## config.mk

```make
export PLATFORM = sky130hd
export DESIGN_NAME = ov7670_init_seq_flat
export DESIGN_NICKNAME = d
export VERILOG_FILES = /design/src/rtl/ov7670_init_seq_if.sv /design/src/rtl/ov7670_init_seq.sv /design/src/flat_wrapper.sv
export SDC_FILE = /design/constraint.sdc
export NUM_CORES = 1
export LEC_CHECK = 0
export CORE_MARGIN = 1
export CORE_UTILIZATION = 57
export DETAILED_ROUTE_END_ITERATION = 7
export PLACE_DENSITY = 0.94
export RECOVER_POWER = 50
export SLEW_MARGIN = 20
export SYNTH_ARGS = -nofsm -noshare
export SYNTH_HDL_FRONTEND = slang
export SYNTH_SLANG_ARGS = --single-unit
```

## constraint.sdc

```tcl
create_clock -name clk_800KHz -period 6.3 [get_ports clk_800KHz]
set_input_delay 0.945 -clock clk_800KHz [delete_from_list [all_inputs] [get_ports clk_800KHz]]
set_output_delay 0.945 -clock clk_800KHz [all_outputs]
set_load 0.01 [all_outputs]
```

## src/rtl/ov7670_init_seq_if.sv

```systemverilog
// ov7670_init_seq_if
//   SCCB writer handshake bundle between the init sequencer and the
//   byte-serialising SCCB writer.
//
//   Handshake: the master raises `en` only while `ready` is high and holds it
//   until it observes `busy`; the slave signals the transaction with `busy`
//   and reports the outcome on `ack` (high near the end of `busy`, or up to
//   two cycles after `busy` falls). `addr`/`data` stay stable while the
//   write is outstanding.
//
//   addr  : register address (master -> slave)
//   data  : register data    (master -> slave)
//   en    : write request    (master -> slave)
//   ready : writer idle and inter-write gap expired (slave -> master)
//   busy  : transaction in progress (slave -> master)
//   ack   : acknowledge indication  (slave -> master)
interface ov7670_init_seq_if;
    logic [7:0] addr;
    logic [7:0] data;
    logic       en;
    logic       ready;
    logic       busy;
    logic       ack;

    modport master (output addr, output data, output en,
                    input  ready, input busy, input ack);
    modport slave  (input  addr, input data, input en,
                    output ready, output busy, output ack);
endinterface

```

## src/rtl/ov7670_init_seq.sv

```systemverilog
// ov7670_init_seq
//   Walks a register table of {reg_addr, reg_data} entries and issues one
//   SCCB write per entry, with retries on NACK, inline delay entries and
//   done/error reporting. Starts automatically after reset; `start` restarts
//   it from DONE, ERROR or IDLE.
//
//   clk_800KHz  : clock, rising edge
//   rst_n       : asynchronous active-low reset
//   start       : restart pulse
//   rom_addr    : table index
//   rom_data    : table entry, 16'hFFFF = end, 16'hFFF0 = delay
//   sccb        : SCCB writer handshake (master side)
//   busy        : sequence in progress
//   done        : table written successfully (level)
//   error       : an entry failed (level)
//   err_index   : index of the failing entry
//   write_count : successful writes in the current sequence
//   dbg_state   : current FSM state
module ov7670_init_seq #(
    parameter int ROM_AW       = 8,
    parameter int RESET_WAIT   = 800,
    parameter int DELAY_CYCLES = 8000,
    parameter int MAX_RETRY    = 3,
    parameter int EN_TIMEOUT   = 64
) (
    input  logic                clk_800KHz,
    input  logic                rst_n,
    input  logic                start,
    output logic [ROM_AW-1:0]   rom_addr,
    input  logic [15:0]         rom_data,
    ov7670_init_seq_if.master   sccb,
    output logic                busy,
    output logic                done,
    output logic                error,
    output logic [ROM_AW-1:0]   err_index,
    output logic [ROM_AW:0]     write_count,
    output logic [3:0]          dbg_state
);
    localparam int CNT_MAX0 = (RESET_WAIT > DELAY_CYCLES) ? RESET_WAIT : DELAY_CYCLES;
    localparam int CNT_MAX  = (CNT_MAX0 > EN_TIMEOUT) ? CNT_MAX0 : EN_TIMEOUT;
    localparam int CNT_W    = $clog2(CNT_MAX + 1);
    localparam int RTY_W    = $clog2(MAX_RETRY + 2);
    localparam int LAST_IDX = (2 ** ROM_AW) - 1;

    localparam logic [3:0] S_IDLE       = 4'd0;
    localparam logic [3:0] S_RESET_WAIT = 4'd1;
    localparam logic [3:0] S_FETCH      = 4'd2;
    localparam logic [3:0] S_ISSUE      = 4'd3;
    localparam logic [3:0] S_WAIT_BUSY  = 4'd4;
    localparam logic [3:0] S_WAIT_DONE  = 4'd5;
    localparam logic [3:0] S_CHECK      = 4'd6;
    localparam logic [3:0] S_DELAY      = 4'd7;
    localparam logic [3:0] S_DONE       = 4'd8;
    localparam logic [3:0] S_ERROR      = 4'd9;

    logic [3:0]        state_q, state_d;
    logic [CNT_W-1:0]  cnt_q, cnt_d;
    logic [ROM_AW-1:0] idx_q, idx_d;
    logic [ROM_AW:0]   wc_q, wc_d;
    logic [ROM_AW-1:0] err_idx_q, err_idx_d;
    logic [RTY_W-1:0]  retry_q, retry_d;
    logic [7:0]        addr_q, addr_d;
    logic [7:0]        data_q, data_d;
    logic              en_q, en_d;
    logic              ack_seen_q, ack_seen_d;

    // Two-flop synchronisers; index 1 is the synchronised value.
    logic [1:0] ready_sync_q, busy_sync_q, ack_sync_q;
    logic       ready_s, busy_s, ack_s;

    assign ready_s = ready_sync_q[1];
    assign busy_s  = busy_sync_q[1];
    assign ack_s   = ack_sync_q[1];

    always_comb begin
        state_d    = state_q;
        cnt_d      = cnt_q;
        idx_d      = idx_q;
        wc_d       = wc_q;
        err_idx_d  = err_idx_q;
        retry_d    = retry_q;
        addr_d     = addr_q;
        data_d     = data_q;
        en_d       = en_q;
        ack_seen_d = ack_seen_q;

        case (state_q)
            S_IDLE, S_DONE, S_ERROR: begin
                if (start) begin
                    state_d   = S_RESET_WAIT;
                    cnt_d     = CNT_W'(RESET_WAIT);
                    idx_d     = '0;
                    wc_d      = '0;
                    err_idx_d = '0;
                    retry_d   = '0;
                end
            end
            S_RESET_WAIT: begin
                if (cnt_q == '0) state_d = S_FETCH;
                else             cnt_d   = cnt_q - 1'b1;
            end
            S_FETCH: begin
                // The last table slot is an implicit end marker.
                if (rom_data == 16'hFFFF || idx_q == ROM_AW'(LAST_IDX)) begin
                    state_d = S_DONE;
                end else if (rom_data == 16'hFFF0) begin
                    state_d = S_DELAY;
                    cnt_d   = CNT_W'(DELAY_CYCLES);
                end else begin
                    addr_d  = rom_data[15:8];
                    data_d  = rom_data[7:0];
                    state_d = S_ISSUE;
                end
            end
            S_ISSUE: begin
                if (ready_s) begin
                    en_d       = 1'b1;
                    ack_seen_d = 1'b0;
                    cnt_d      = '0;
                    state_d    = S_WAIT_BUSY;
                end
            end
            S_WAIT_BUSY: begin
                // cnt_q != 0 keeps en high for at least two cycles even if a
                // stale busy is still in the synchroniser.
                if (busy_s && cnt_q != '0) begin
                    en_d    = 1'b0;
                    cnt_d   = '0;
                    state_d = S_WAIT_DONE;
                end else if (cnt_q == CNT_W'(EN_TIMEOUT - 1)) begin
                    en_d    = 1'b0;
                    state_d = S_CHECK;
                end else begin
                    cnt_d = cnt_q + 1'b1;
                end
            end
            S_WAIT_DONE: begin
                // Every cycle here is either busy or within two cycles after
                // busy fell, so any ack seen counts.
                if (ack_s) ack_seen_d = 1'b1;
                if (busy_s)              cnt_d   = '0;
                else if (cnt_q == 1)     state_d = S_CHECK;
                else                     cnt_d   = cnt_q + 1'b1;
            end
            S_CHECK: begin
                if (ack_seen_q) begin
                    wc_d    = wc_q + 1'b1;
                    idx_d   = idx_q + 1'b1;
                    retry_d = '0;
                    state_d = S_FETCH;
                end else if (retry_q < RTY_W'(MAX_RETRY)) begin
                    retry_d = retry_q + 1'b1;
                    state_d = S_ISSUE;
                end else begin
                    err_idx_d = idx_q;
                    state_d   = S_ERROR;
                end
            end
            S_DELAY: begin
                if (cnt_q == '0) begin
                    idx_d   = idx_q + 1'b1;
                    state_d = S_FETCH;
                end else begin
                    cnt_d = cnt_q - 1'b1;
                end
            end
            default: begin
                state_d = S_RESET_WAIT;
                cnt_d   = CNT_W'(RESET_WAIT);
                en_d    = 1'b0;
            end
        endcase
    end

    always_ff @(posedge clk_800KHz or negedge rst_n) begin
        if (!rst_n) begin
            state_q      <= S_RESET_WAIT;
            cnt_q        <= CNT_W'(RESET_WAIT);
            idx_q        <= '0;
            wc_q         <= '0;
            err_idx_q    <= '0;
            retry_q      <= '0;
            addr_q       <= '0;
            data_q       <= '0;
            en_q         <= 1'b0;
            ack_seen_q   <= 1'b0;
            ready_sync_q <= '0;
            busy_sync_q  <= '0;
            ack_sync_q   <= '0;
        end else begin
            state_q      <= state_d;
            cnt_q        <= cnt_d;
            idx_q        <= idx_d;
            wc_q         <= wc_d;
            err_idx_q    <= err_idx_d;
            retry_q      <= retry_d;
            addr_q       <= addr_d;
            data_q       <= data_d;
            en_q         <= en_d;
            ack_seen_q   <= ack_seen_d;
            ready_sync_q <= {ready_sync_q[0], sccb.ready};
            busy_sync_q  <= {busy_sync_q[0], sccb.busy};
            ack_sync_q   <= {ack_sync_q[0], sccb.ack};
        end
    end

    assign rom_addr    = idx_q;
    assign sccb.addr   = addr_q;
    assign sccb.data   = data_q;
    assign sccb.en     = en_q;
    assign busy        = !(state_q == S_IDLE || state_q == S_DONE || state_q == S_ERROR);
    assign done        = (state_q == S_DONE);
    assign error       = (state_q == S_ERROR);
    assign err_index   = err_idx_q;
    assign write_count = wc_q;
    assign dbg_state   = state_q;
endmodule

```

## src/flat_wrapper.sv

```systemverilog
// flat-port wrapper written by rule: the top's interface ports become plain ports
module ov7670_init_seq_flat 
#(
    parameter int ROM_AW       = 8,
    parameter int RESET_WAIT   = 800,
    parameter int DELAY_CYCLES = 8000,
    parameter int MAX_RETRY    = 3,
    parameter int EN_TIMEOUT   = 64
)
  (clk_800KHz, rst_n, start, rom_addr, rom_data, busy, done, error, err_index, write_count, dbg_state, sccb_addr, sccb_data, sccb_en, sccb_ready, sccb_busy, sccb_ack);
  ov7670_init_seq_if sccb_i ();
  input  logic clk_800KHz;
  input  logic rst_n;
  input  logic start;
  output logic [ROM_AW-1:0] rom_addr;
  input  logic [15:0] rom_data;
  output logic busy;
  output logic done;
  output logic error;
  output logic [ROM_AW-1:0] err_index;
  output logic [ROM_AW:0] write_count;
  output logic [3:0] dbg_state;
  output wire logic [$bits(sccb_i.addr)-1:0] sccb_addr;
  output wire logic [$bits(sccb_i.data)-1:0] sccb_data;
  output wire logic [$bits(sccb_i.en)-1:0] sccb_en;
  input wire logic [$bits(sccb_i.ready)-1:0] sccb_ready;
  input wire logic [$bits(sccb_i.busy)-1:0] sccb_busy;
  input wire logic [$bits(sccb_i.ack)-1:0] sccb_ack;
  assign sccb_addr = sccb_i.addr;
  assign sccb_data = sccb_i.data;
  assign sccb_en = sccb_i.en;
  assign sccb_i.ready = sccb_ready;
  assign sccb_i.busy = sccb_busy;
  assign sccb_i.ack = sccb_ack;
  ov7670_init_seq #(.ROM_AW(ROM_AW), .RESET_WAIT(RESET_WAIT), .DELAY_CYCLES(DELAY_CYCLES), .MAX_RETRY(MAX_RETRY), .EN_TIMEOUT(EN_TIMEOUT)) u_core (.clk_800KHz(clk_800KHz), .rst_n(rst_n), .start(start), .rom_addr(rom_addr), .rom_data(rom_data), .sccb(sccb_i), .busy(busy), .done(done), .error(error), .err_index(err_index), .write_count(write_count), .dbg_state(dbg_state));
endmodule
```

==> metrics.md <==
| Metric | Value |
|---|---|
| Synth cell count leaders | dfrtp_1, nand2_1, nor2_1, o21ai_0 |
| CTS tree | yes |
| Placed insts | 523 |
| CP top delay family | buffers and inverters |
| Met2 GRT Util | 0.466 |
| CP Data Required Time | 5.96 ns |
| PD cells | 177 nW/µm² |
| Cts bufs inserted | 9 |
| Total Routed Length | 9.91 mm |
| R2R setup slack | 2.86 ns |
| Violated checks | max-capacitance violations, max-slew violations |
| Number of synthesized flops with an enable pin | 0 |
| Initial antenna violation count | 0 |
| All-layer global routing usage | 0.306 |
| RR Endpoint | u_core.cnt_q[11] |
| Largest area contributor in the netlist | dfrtp_1 |
| Synth Net Count | 428 |
| Mapped cell area | 3790 µm² |
| Clock slew at reported path FFs | 0.07 ns |
| GRT Residual Overflow | 0 |
| Combinational share of power | 0.029 |
| Ratio of final minimum period to clock period | 0.620 |
| # resized after CTS | 0 |
| Final antenna-violating net count | 0 |
| Final setup vio count | 0 |
| Clock tree buffer depth | 2 |
| Drc violations | 0 |
| Max Slew Vio Count | 84 |
| Arrival @ worst endpoint | 3.56 ns |
| Initial Util | 0.594 |
| HPWL after detailed placement | 6.82 mm |
| Rows | 29 |
| Average size of a mapped cell | 9.49 µm² |
| H-tree levels | 3 |
| Post CTS Setup Buffer Count | 0 |
| DRT iter0 DRCs | 295 |
| Worst-path cell chain | buf_2 > clkbuf_1 |
| Clock skew | 0.00677 ns |
| Worst-Skew Late Latency | 0.36 ns |
| Fin cells | 539 |
| Sequential share of power | 0.538 |
| Most common cell in the netlist | dfrtp_1 |
| Crit path largest cell delay | 2.52 ns |
| Clk network pwr share | 0.433 |
| Seq/Total Area, Yosys | 0.456 |
| Via Count | 3464 |
| Slowest CP cell | clkbuf_1 |
| GR peak layer | met2 |
| Nets@finish | 485 |
| Width of the die | 83.6 µm |
| R2R cell count | 8 |
| Leakage Power | 2.05 nW |
| TNS Setup | 0 ns |
| Largest net degree at the start of global routing | 70 |
| Via density | 6.43 |
| Ports | 71 |
| Core area | 6390 µm² |
| Met3 Use GR | 0.0752 |
| Number of port buffers | 70 |
| Worst Path Buf+Inv | 2 |
| Asr flop ratio synth | 1.00 |
| Main synth FF type | dfrtp_1 |
| Vias in the first global route | 3345 |
| YS warnings | 0 |
| Placed Area | 4500 µm² |
| Critical path class | in2async |
| Met1 usage | 0.422 |
| CP Launch Point | rst_n |
| RSZ-0062 raised after global routing | false |
| Worst rel slew slack | -1.39 |
| Slew at the pin closest to its max-slew limit | 3.58 ns |
| Power, Total | 0.000828 W |
| Hold Fails Final Rpt | 0 |
| Hold-fix buffers, CTS | 0 |
| Final GP Congestion | 0.929 |
| Layout cells sized above 1 | 0.115 |
| Net switching power | 0.000196 W |
| Status | finished, violations left |
| Die height | 83.6 µm |
| Routed wire per std cell | 18.4 µm |
| Post-synth top area share | 0.429 |
| Internal power | 0.000632 W |
| Hold WC Path Type | reg2reg |
| CTS Root Buffer Type | clkbuf_8 |
| Maximum fanout along the worst path | 69 |
| Fmax | 0.256 GHz |
| Synth Register Bits | 69 |
| Clock sinks | 69 |
| Synth Instances | 400 |
| Die area | 6990 µm² |
| CP Capture Type | asynchronous set/reset pin |
| Min Tclk post-route | 3.90 ns |
| Area growth, synth to finish | 23.4% |
| Final Util | 0.733 |
| Yosys cell types | 62 |
| Final instance area | 4680 µm² |
| VDD IR max | 0.155 mV |
| WP depth | 2 |
| Max Cap Violations | 2 |
| CP Launch Type | input port |
| Net Sw Frac | 0.237 |
| Antenna cells | 0 |
| Worst setup endpoint | u_core.cnt_q[11] |
| RR Startpoint | u_core.cnt_q[1] |
| DRT Pass-1 Iters | 5 |
| Most area-consuming cells after synthesis | dfrtp_1, mux2_2, nand2_1 |
| Wire length of the first global-routing pass | 16.9 mm |
## sequential cells by signal (all words and copies together), names as in the netlist
signal               count
u_core.ack_seen_q        1
u_core.sccb.data         8
u_core.write_count       9
u_core.dbg_state         4
u_core.sccb.addr         8
u_core.rom_addr          8
u_core.cnt_q            13
u_core.sccb.en           1
u_core.ack_sync_q        2
u_core.busy_sync_q       2
u_core.retry_q           3
u_core.err_index         8
u_core.ready_sync_q      2
## power by group through the flow
stage               clock [W]  sequential [W]  combinational (W)
floorplan                   0        0.000454         0.00000107
global placement            0        0.000454          0.0000246
detailed placement          0        0.000454          0.0000253
CTS                  0.000361        0.000446          0.0000253
global route         0.000382        0.000446          0.0000273
finish               0.000358        0.000446          0.0000240
## layer usage
metal | vias up | part of all wire
met3 | 25 | 0.085
met1 | 1641 | 0.42
li1 | 1605 | -
met2 | 193 | 0.47
met5 | - | 0
met4 | 0 | 0.027
## logic make-up after synthesis
kind of cell               Yosys count  synth area share
and+or+nand+nor                    172             0.239
AOI/OAI and AO/OA                   87             0.159
DFF                                 69             0.456
buffers and inverters               32            0.0356
muxes                               19            0.0560
xor gates and xnor gates            15            0.0346
adders and majority gates            6            0.0198
## area by class of cell
class                           instances  area [µm²]
Fill cell                             448        1700
Clock buffer                           12         165
Multi-Input combinational cell        299        1930
Sequential cell                        69        1730
Timing Repair Buffer                   72         707
Inverter                                6        22.5
Tap cell                               77        96.3
Clock inverter                          4        28.8
## worst min path at each step
stage | from | endpoint | slack, ns | cells after the start
4_1_cts | u_core.ready_sync_q[0] | u_core.ready_sync_q[1] | 0.35 | 0
3_5_place_dp | u_core.ready_sync_q[0] | u_core.ready_sync_q[1] | 0.34 | 0
2_1_floorplan | u_core.ack_sync_q[0] | u_core.ack_sync_q[1] | 0.33 | 0
5_1_grt | u_core.ack_sync_q[0] | u_core.ack_sync_q[1] | 0.36 | 0
6_report | u_core.ready_sync_q[0] | u_core.ready_sync_q[1] | 0.35 | 0
3_3_place_gp | u_core.ack_sync_q[0] | u_core.ack_sync_q[1] | 0.33 | 0
## through the flow
stage	hold WS [ns]	setup slack, ns
after detailed placement	0.338	2.61
after global placement	0.335	2.73
after floorplan	0.331	3.40
final	0.353	2.40
after global routing	0.360	1.51
after CTS	0.355	2.91
## layout by cell type, fill, tap and decap left out, types with 7 or more instances in the layout
cell and instances:
a31oi_1 11, a21oi_1 16, and3_1 9, dlygate4sd3_1 19, xor2_1 12, nand2_1 45, nand3_1 16, nor4_1 7
nor3_1 15, mux2_2 18, nand4_1 11, dfrtp_1 65, nor2_1 28, clkdlybuf4s50_1 50, o21ai_0 20, clkbuf_8 12
or4_1 7
Power figures use the tool's default switching activity.
